`src/rtl/bcd_mux.sv`:
```
// Binary (0-9999, saturating) to 4-digit BCD with time-multiplexed digit bus; outputs registered, 2-clock number-to-digit latency.
// Define BCD_MUX_LEADING_ZERO_BLANK_EN to blank leading zero digits (digit_select = 4'b1111 in those slots).
module bcd_mux #(
  parameter int REFRESH_OVERFLOW = 100000
) (
  input  logic        clk,
  input  logic        reset,
  input  logic [13:0] number,
  output logic [3:0]  output_number,
  output logic [3:0]  digit_select
);

  localparam int CW = (REFRESH_OVERFLOW > 1) ? $clog2(REFRESH_OVERFLOW) : 1;
  localparam logic [CW-1:0] LAST = CW'(REFRESH_OVERFLOW - 1);

  logic [13:0]   r_number_q;
  logic [CW-1:0] r_cnt;
  logic [1:0]    r_idx;

  logic [13:0] w_sat;
  logic [29:0] w_shift;
  logic [15:0] w_bcd;
  logic [1:0]  w_idx_next;
  logic [3:0]  w_digit;
  logic [3:0]  w_blank;

  assign w_sat = (r_number_q > 14'd9999) ? 14'd9999 : r_number_q;

  // Double dabble: correct each BCD nibble >= 5 before every shift.
  always_comb begin
    w_shift = {16'd0, w_sat};
    for (int i = 0; i < 14; i++) begin
      for (int k = 0; k < 4; k++) begin
        if (w_shift[14+4*k +: 4] >= 4'd5)
          w_shift[14+4*k +: 4] = w_shift[14+4*k +: 4] + 4'd3;
      end
      w_shift = w_shift << 1;
    end
  end

  assign w_bcd = w_shift[29:14];

  assign w_idx_next = (r_cnt == LAST) ? r_idx + 2'd1 : r_idx;

  always_comb begin
    w_digit = w_bcd[3:0];
    case (w_idx_next)
      2'd0: w_digit = w_bcd[3:0];
      2'd1: w_digit = w_bcd[7:4];
      2'd2: w_digit = w_bcd[11:8];
      2'd3: w_digit = w_bcd[15:12];
      default: w_digit = w_bcd[3:0];
    endcase
  end

`ifdef BCD_MUX_LEADING_ZERO_BLANK_EN
  // A digit is blanked only if it and every higher digit are zero; ones never blanks.
  assign w_blank[3] = (w_bcd[15:12] == 4'd0);
  assign w_blank[2] = w_blank[3] && (w_bcd[11:8] == 4'd0);
  assign w_blank[1] = w_blank[2] && (w_bcd[7:4] == 4'd0);
  assign w_blank[0] = 1'b0;
`else
  assign w_blank = 4'b0000;
`endif

  always_ff @(posedge clk or posedge reset) begin
    if (reset) begin
      r_number_q    <= 14'd0;
      r_cnt         <= '0;
      r_idx         <= 2'd0;
      output_number <= 4'd0;
      digit_select  <= 4'b1110;
    end else begin
      r_number_q <= number;
      r_cnt      <= (r_cnt == LAST) ? '0 : r_cnt + 1'b1;
      r_idx      <= w_idx_next;
      if (w_blank[w_idx_next]) begin
        output_number <= 4'd0;
        digit_select  <= 4'b1111;
      end else begin
        output_number <= w_digit;
        digit_select  <= ~(4'b0001 << w_idx_next);
      end
    end
  end

endmodule

```
`config.mk`:
```
export PLATFORM = sky130hd
export DESIGN_NAME = bcd_mux
export DESIGN_NICKNAME = d
export VERILOG_FILES = /design/src/rtl/bcd_mux.sv
export SDC_FILE = /design/constraint.sdc
export NUM_CORES = 1
export LEC_CHECK = 0
export CAP_MARGIN = 25
export CORE_AREA = 3 3 106 108
export CTS_CLUSTER_SIZE = 24
export DETAILED_ROUTE_END_ITERATION = 10
export DIE_AREA = 0 0 109 111
export PLACE_DENSITY = 0.78
export SYNTH_ARGS = -nofsm -noshare
export SYNTH_HDL_FRONTEND = slang
export SYNTH_SLANG_ARGS = --single-unit
```
`constraint.sdc`:
```
create_clock -name clk -period 22.5 [get_ports clk]
set_input_delay 3.375 -clock clk [delete_from_list [all_inputs] [get_ports clk]]
set_output_delay 3.375 -clock clk [all_outputs]
set_load 0.005 [all_outputs]
```
==> metrics.txt, run 1 <==
status=complete, no violations; CP Max Fanout=16; setup violators final=0; setup TNS=0 ns; Mean Syn Cell Area=7.61 um2; buffer and inverter count on the worst path=7; Slew HR=39.4%; Pins Over Slew Limit=0; Hold Path Class=flop to flop; Clock Path Buffers=2; nets@finish=763; Critical Path RT=22.67 ns; CTS Buf Count=5; Critical Path AT=11.70 ns; Yosys top cell area share=17.7%; largest net degree at the start of global routing=42; Remaining DRCs=0; Seq cells post-synth=41; Final GP Congestion=0.955; DIE AREA=12100 um2; Async SR Flop Fraction=100%; cts repair resizes=0; number of global-route vias before repair=5240; Mapped Area=5370 um2; PortBufs=23; met1 Use GR=27.8%; Setup CP Type=flop to flop; wire per inst=15.3 um; CP max stage delay=0.61 ns; Placed Cells=847; Ys Warns=0; antenna cells=0; most frequent cell after synthesis=nor2_1; ranking of synthesized cells by area=dfrtp_1, ha_1, nor2_1; number of vias per cell=6.41; Syn Inst Count=706; max-cap check violation count=0; Setup WS pre-CTS=11.19 ns; Tightest Pin Transition=0.905 ns; CP Capture Type=flop; Area Overhead vs Synth=7.76%; final core occ=56.1%; met3 GRT Util=2.56%; GRT overflow=0; floorplan core area=10300 um2; H-tree Lvls=2; total track usage=21.5%; DP HPWL=9970 um; share of layout cells above drive strength 1=7.09%; initial antenna violation count=0; Die Ht=111 um; ANT nets after route=0; crit share post-route=51.2%; Commonest cells post-synth=nor2_1, nand2_1, inv_1; Final Hold Vio Count=0; Clock transition at path regs=0.08 ns; Final WS setup=10.98 ns; largest area contributor in the netlist=dfrtp_1; vias=5477; drt first pass iters=5; Initial DRC Count=487; Netlist cell types=93; clk_lat worst skew=0.30 ns; cell mode on critical path=ha_1; first-pass GRT wire length=22700 um; sequential share of the synthesized area=19.2%; Routed WL=13100 um; EDFF count, synth=0; crit path launch type=flop; CTS Sinks=41; CTS tree=built; Root Driver=clkbuf_8; min cycle time layout=11.52 ns; top cell family by delay on the critical path=simple AND/OR/NAND/NOR gates; postcts setup bufs=0; GRT busiest layer=met2; Achievable Freq=86.8 MHz; Synth Flop Type=dfrtp_1; Die Span X=109 um; non-filler cells, final=855; Worst Skew=0.00458 ns; Initial Util=52.0%; post-cts hold buffer count=0; row count=37; met2 Use GR=36.8%; Ports=24; Slowest cell on crit path=dfrtp_1; unrepaired setup endpoints after global routing=false
cells in the final DEF, fill, tap and decap left out, types with 8 or more instances in the layout:
cell	count
ha_1	29
nand2_1	60
and2_1	14
o211ai_1	15
nand2b_1	14
nand4_1	9
nor3_1	17
inv_1	46
a211oi_1	8
nand3_1	31
o21a_1	11
clkdlybuf4s50_1	23
a21oi_1	45
o21ai_0	36
and3_1	14
a21o_1	8
or3_1	8
dfrtp_1	38
mux2i_1	15
xor2_1	8
a31oi_1	12
nor2_1	63
xnor2_1	22
routing by layer:
layer  vias up  share of wire (%)  wire (um)
met5         -                  0          0
met4         0                2.4        319
met3        40                3.4        440
met2       161                 48       6270
met1      2589                 46       6030
li1       2687                  -          -
sequential cells by signal, indices dropped and copies added (netlist names):
| signal | cells |
|---|---|
| r_idx | 2 |
| digit_select | 4 |
| output_number | 4 |
| r_number_q | 14 |
| r_cnt | 17 |
cell type report:
| cell class | instances | area, um2 |
|---|---|---|
| Tap cell | 136 | 170 |
| Clock buffer | 5 | 68.8 |
| Multi-Input combinational cell | 596 | 4070 |
| Inverter | 49 | 184 |
| Fill cell | 935 | 4540 |
| Clock inverter | 3 | 21.3 |
| Sequential cell | 41 | 1030 |
| Timing Repair Buffer | 25 | 245 |
path summary, 6_finish.rpt:
path | start | depth (start not counted) | slack [ns] | end
max | r_number_q[13] | 51 | 10.98 | output_number[2]
min | r_cnt[4] | 1 | 0.47 | r_cnt[4]
max reg2reg | r_number_q[13] | 51 | 10.98 | output_number[2]
min reg2reg | r_cnt[4] | 1 | 0.47 | r_cnt[4]
max in group asynchronous | reset | 3 | 18.65 | digit_select[3]
min in group asynchronous | reset | 3 | 3.48 | r_number_q[12]
worst register-to-register path, delay by kind of cell, from the launching register on:
kind	cells	cell delay [ns]
AOI/OAI and AO/OA	15	2.52
xor gates and xnor gates	2	0.79
adders and majority gates	9	2.39
buffers and inverters	7	0.69
DFF	1	0.61
muxes	4	1.18
and+or+nand+nor	14	3.21
cell families after synthesis:
logic type	after synthesis	share of synthesized area, %
AO/OA/AOI/OAI	243	33.9
flip-flops	41	19.2
XOR/XNOR	30	4.89
AND/OR/NAND/NOR	268	25.3
other	1	0.0698
multiplexers	23	4.73
buffers and inverters	71	5.22
adder cells (fa/ha/maj)	29	6.76
per-stage QoR:
step                cell area, um2  hold slack, ns
floorplan                     5380           0.438
global placement              5700           0.452
detailed placement            5700           0.455
CTS                           5790           0.472
global route                  5790           0.506
finish                        5790           0.469
Power of run 1 is left out: the tool's default activity adds up to more than one toggle a clock period on the data nets, which glitch-free logic cannot reach.
==> run 2, diff against run 1 <==
--- a/config.mk
+++ b/config.mk
@@ -10,7 +10,7 @@
 export CTS_CLUSTER_SIZE = 24
 export DETAILED_ROUTE_END_ITERATION = 10
 export DIE_AREA = 0 0 109 111
-export PLACE_DENSITY = 0.78
+export PLACE_DENSITY = 0.81
 export SYNTH_ARGS = -nofsm -noshare
 export SYNTH_HDL_FRONTEND = slang
 export SYNTH_SLANG_ARGS = --single-unit
==> constraint.sdc (replaced) <==
create_clock -name clk -period 9.6 [get_ports clk]
set_input_delay 1.44 -clock clk [delete_from_list [all_inputs] [get_ports clk]]
set_output_delay 1.44 -clock clk [all_outputs]
set_load 0.005 [all_outputs]
==> metrics.txt, run 2 (synthesis gave the netlist of run 1 again) <==
status=complete, no violations; floorplan core area=10300 um2 (unchanged); Worst Skew=0.00529 ns (+0.000715 ns); Initial DRC Count=618 (+27%); most common cell after layout, fill and taps aside=nor2_1; Area after DPL=5850 um2 (+2.7%); Die Span X=109 um (unchanged); nets@finish=812 (+6.4%); Ports=24 (unchanged); CTS tree=built; number of global-route vias before repair=5260 (+0.38%); PortBufs=23 (unchanged); vias=5830 (+6.4%); Hold Path Class=flop to flop; setup violators final=0 (unchanged); Fillers=859 (-8.1%); Initial Util=52.0% (unchanged); Root Driver=clkbuf_8; most frequent cells in the layout=nor2_1, nand2_1, buf_4; number of vias per cell=6.45 (+0.68%); wire per inst=16.3 um (+6.9%); final core occ=62.6% (+6.5 points); flip-flop count of the largest register after layout=17 (unchanged); Setup WS pre-CTS=-0.291 ns (-11.48 ns); Register Area=1030 um2 (unchanged); Critical Path AT=9.57 ns (-2.13 ns); first-pass GRT wire length=23300 um (+2.4%); Slowest cell on crit path=dfrtp_1; CP Capture Type=flop; DIE AREA=12100 um2 (unchanged); H-tree Lvls=2 (unchanged); Biggest register=r_cnt; cell mode on critical path=inv_1; max-cap check violation count=0 (unchanged); share of layout cells above drive strength 1=19.3% (+12 points); multi-input logic area=4370 um2 (+7.4%); ANT nets after route=0 (unchanged); Final Hold Vio Count=0 (unchanged); GRT overflow=0 (unchanged); DP HPWL=10200 um (+2.6%); antenna cells=0 (unchanged); row count=37 (unchanged); CP max stage delay=0.40 ns (-0.21 ns); CP Max Fanout=5 (-11); drt first pass iters=7 (+2); Clock Path Buffers=2 (unchanged); Slew HR=40.4% (+1.1 points); Pins Over Slew Limit=0 (unchanged); Die Ht=111 um (unchanged); total track usage=22.2% (+0.69 points); setup TNS=0 ns (unchanged); Tightest Pin Transition=0.880 ns (-0.0255 ns); largest net degree at the start of global routing=42 (unchanged); Remaining DRCs=0 (unchanged); initial antenna violation count=0 (unchanged); crit path launch type=flop; crit share post-route=97.2% (+46 points); Largest regs=r_cnt (17), r_number_q (14); Critical Path RT=9.84 ns (-12.83 ns); Final WS setup=0.273 ns (-10.70 ns); Area Overhead vs Synth=20.3%; Routed WL=14800 um (+13%); clk_lat worst skew=0.30 ns (about the same); post-cts hold buffer count=0 (unchanged); Final GP Congestion=0.897 (-6.1%); Achievable Freq=107 MHz (+24%); CTS Sinks=41 (unchanged); cell area after layout=6460 um2 (+12%); Setup CP Type=flop to flop; min cycle time layout=9.33 ns (-2.20 ns); CTS Buf Count=5 (unchanged); Clock transition at path regs=0.09 ns (about the same)
==> run 2: cell count changes in the layout (fill, tap and decap cells not counted), sizes merged <==
cell  change
buf      +49
==> run 2: path summary, 6_finish.rpt <==
kind / from / slack [ns] / cells past startpoint / end
setup / recovery: r_number_q[13] / 0.27 / 51 / output_number[3]
hold / removal: r_cnt[4] / 0.48 / 1 / r_cnt[4]
setup reg to reg: r_number_q[13] / 0.27 / 51 / output_number[3]
hold reg to reg: r_cnt[4] / 0.48 / 1 / r_cnt[4]
max in group asynchronous: reset / 7.68 / 3 / digit_select[3]
min in group asynchronous: reset / 1.55 / 3 / r_number_q[8]
==> run 2: area by class of cell <==
type	count	share of cell area (%)
Multi-Input combinational cell	596	67.6
Tap cell	136	2.63
Inverter	49	2.85
Timing Repair Buffer	74	9.49
Sequential cell	41	15.9
Clock inverter	3	0.387
Clock buffer	5	1.06
==> run 2: repair_timing <==
item                       in CTS  in global routing
pin swaps                       3                 31
gates resized for setup        14                 49
setup endpoints to repair       4                  4
buffers inserted                4                 27
==> run 2: through the flow <==
step	hold WS, ns	instances
global placement	0.453	865
floorplan	0.438	708
finish	0.480	904
CTS	0.477	877
global route	0.485	904
detailed placement	0.460	865
==> run 2: routing by layer <==
layer  wire (um)  track usage (%)  part of all wire, %
met5           0                0                    0
met4         302             4.80                  2.0
met3         727             2.56                  4.9
met2        7540             39.5                   51
met1        6190             28.4                   42
==> run 2: critical path, delay by kind of cell, from the launching register on <==
| kind | cells | cell delay (ns) |
|---|---|---|
| simple gates | 16 | 2.83 |
| flops | 1 | 0.40 |
| mux | 1 | 0.30 |
| compound gates | 18 | 3.44 |
| buf+inv | 7 | 0.45 |
| fa+ha+maj | 9 | 1.83 |
Power of run 2 is left out for the same reason.
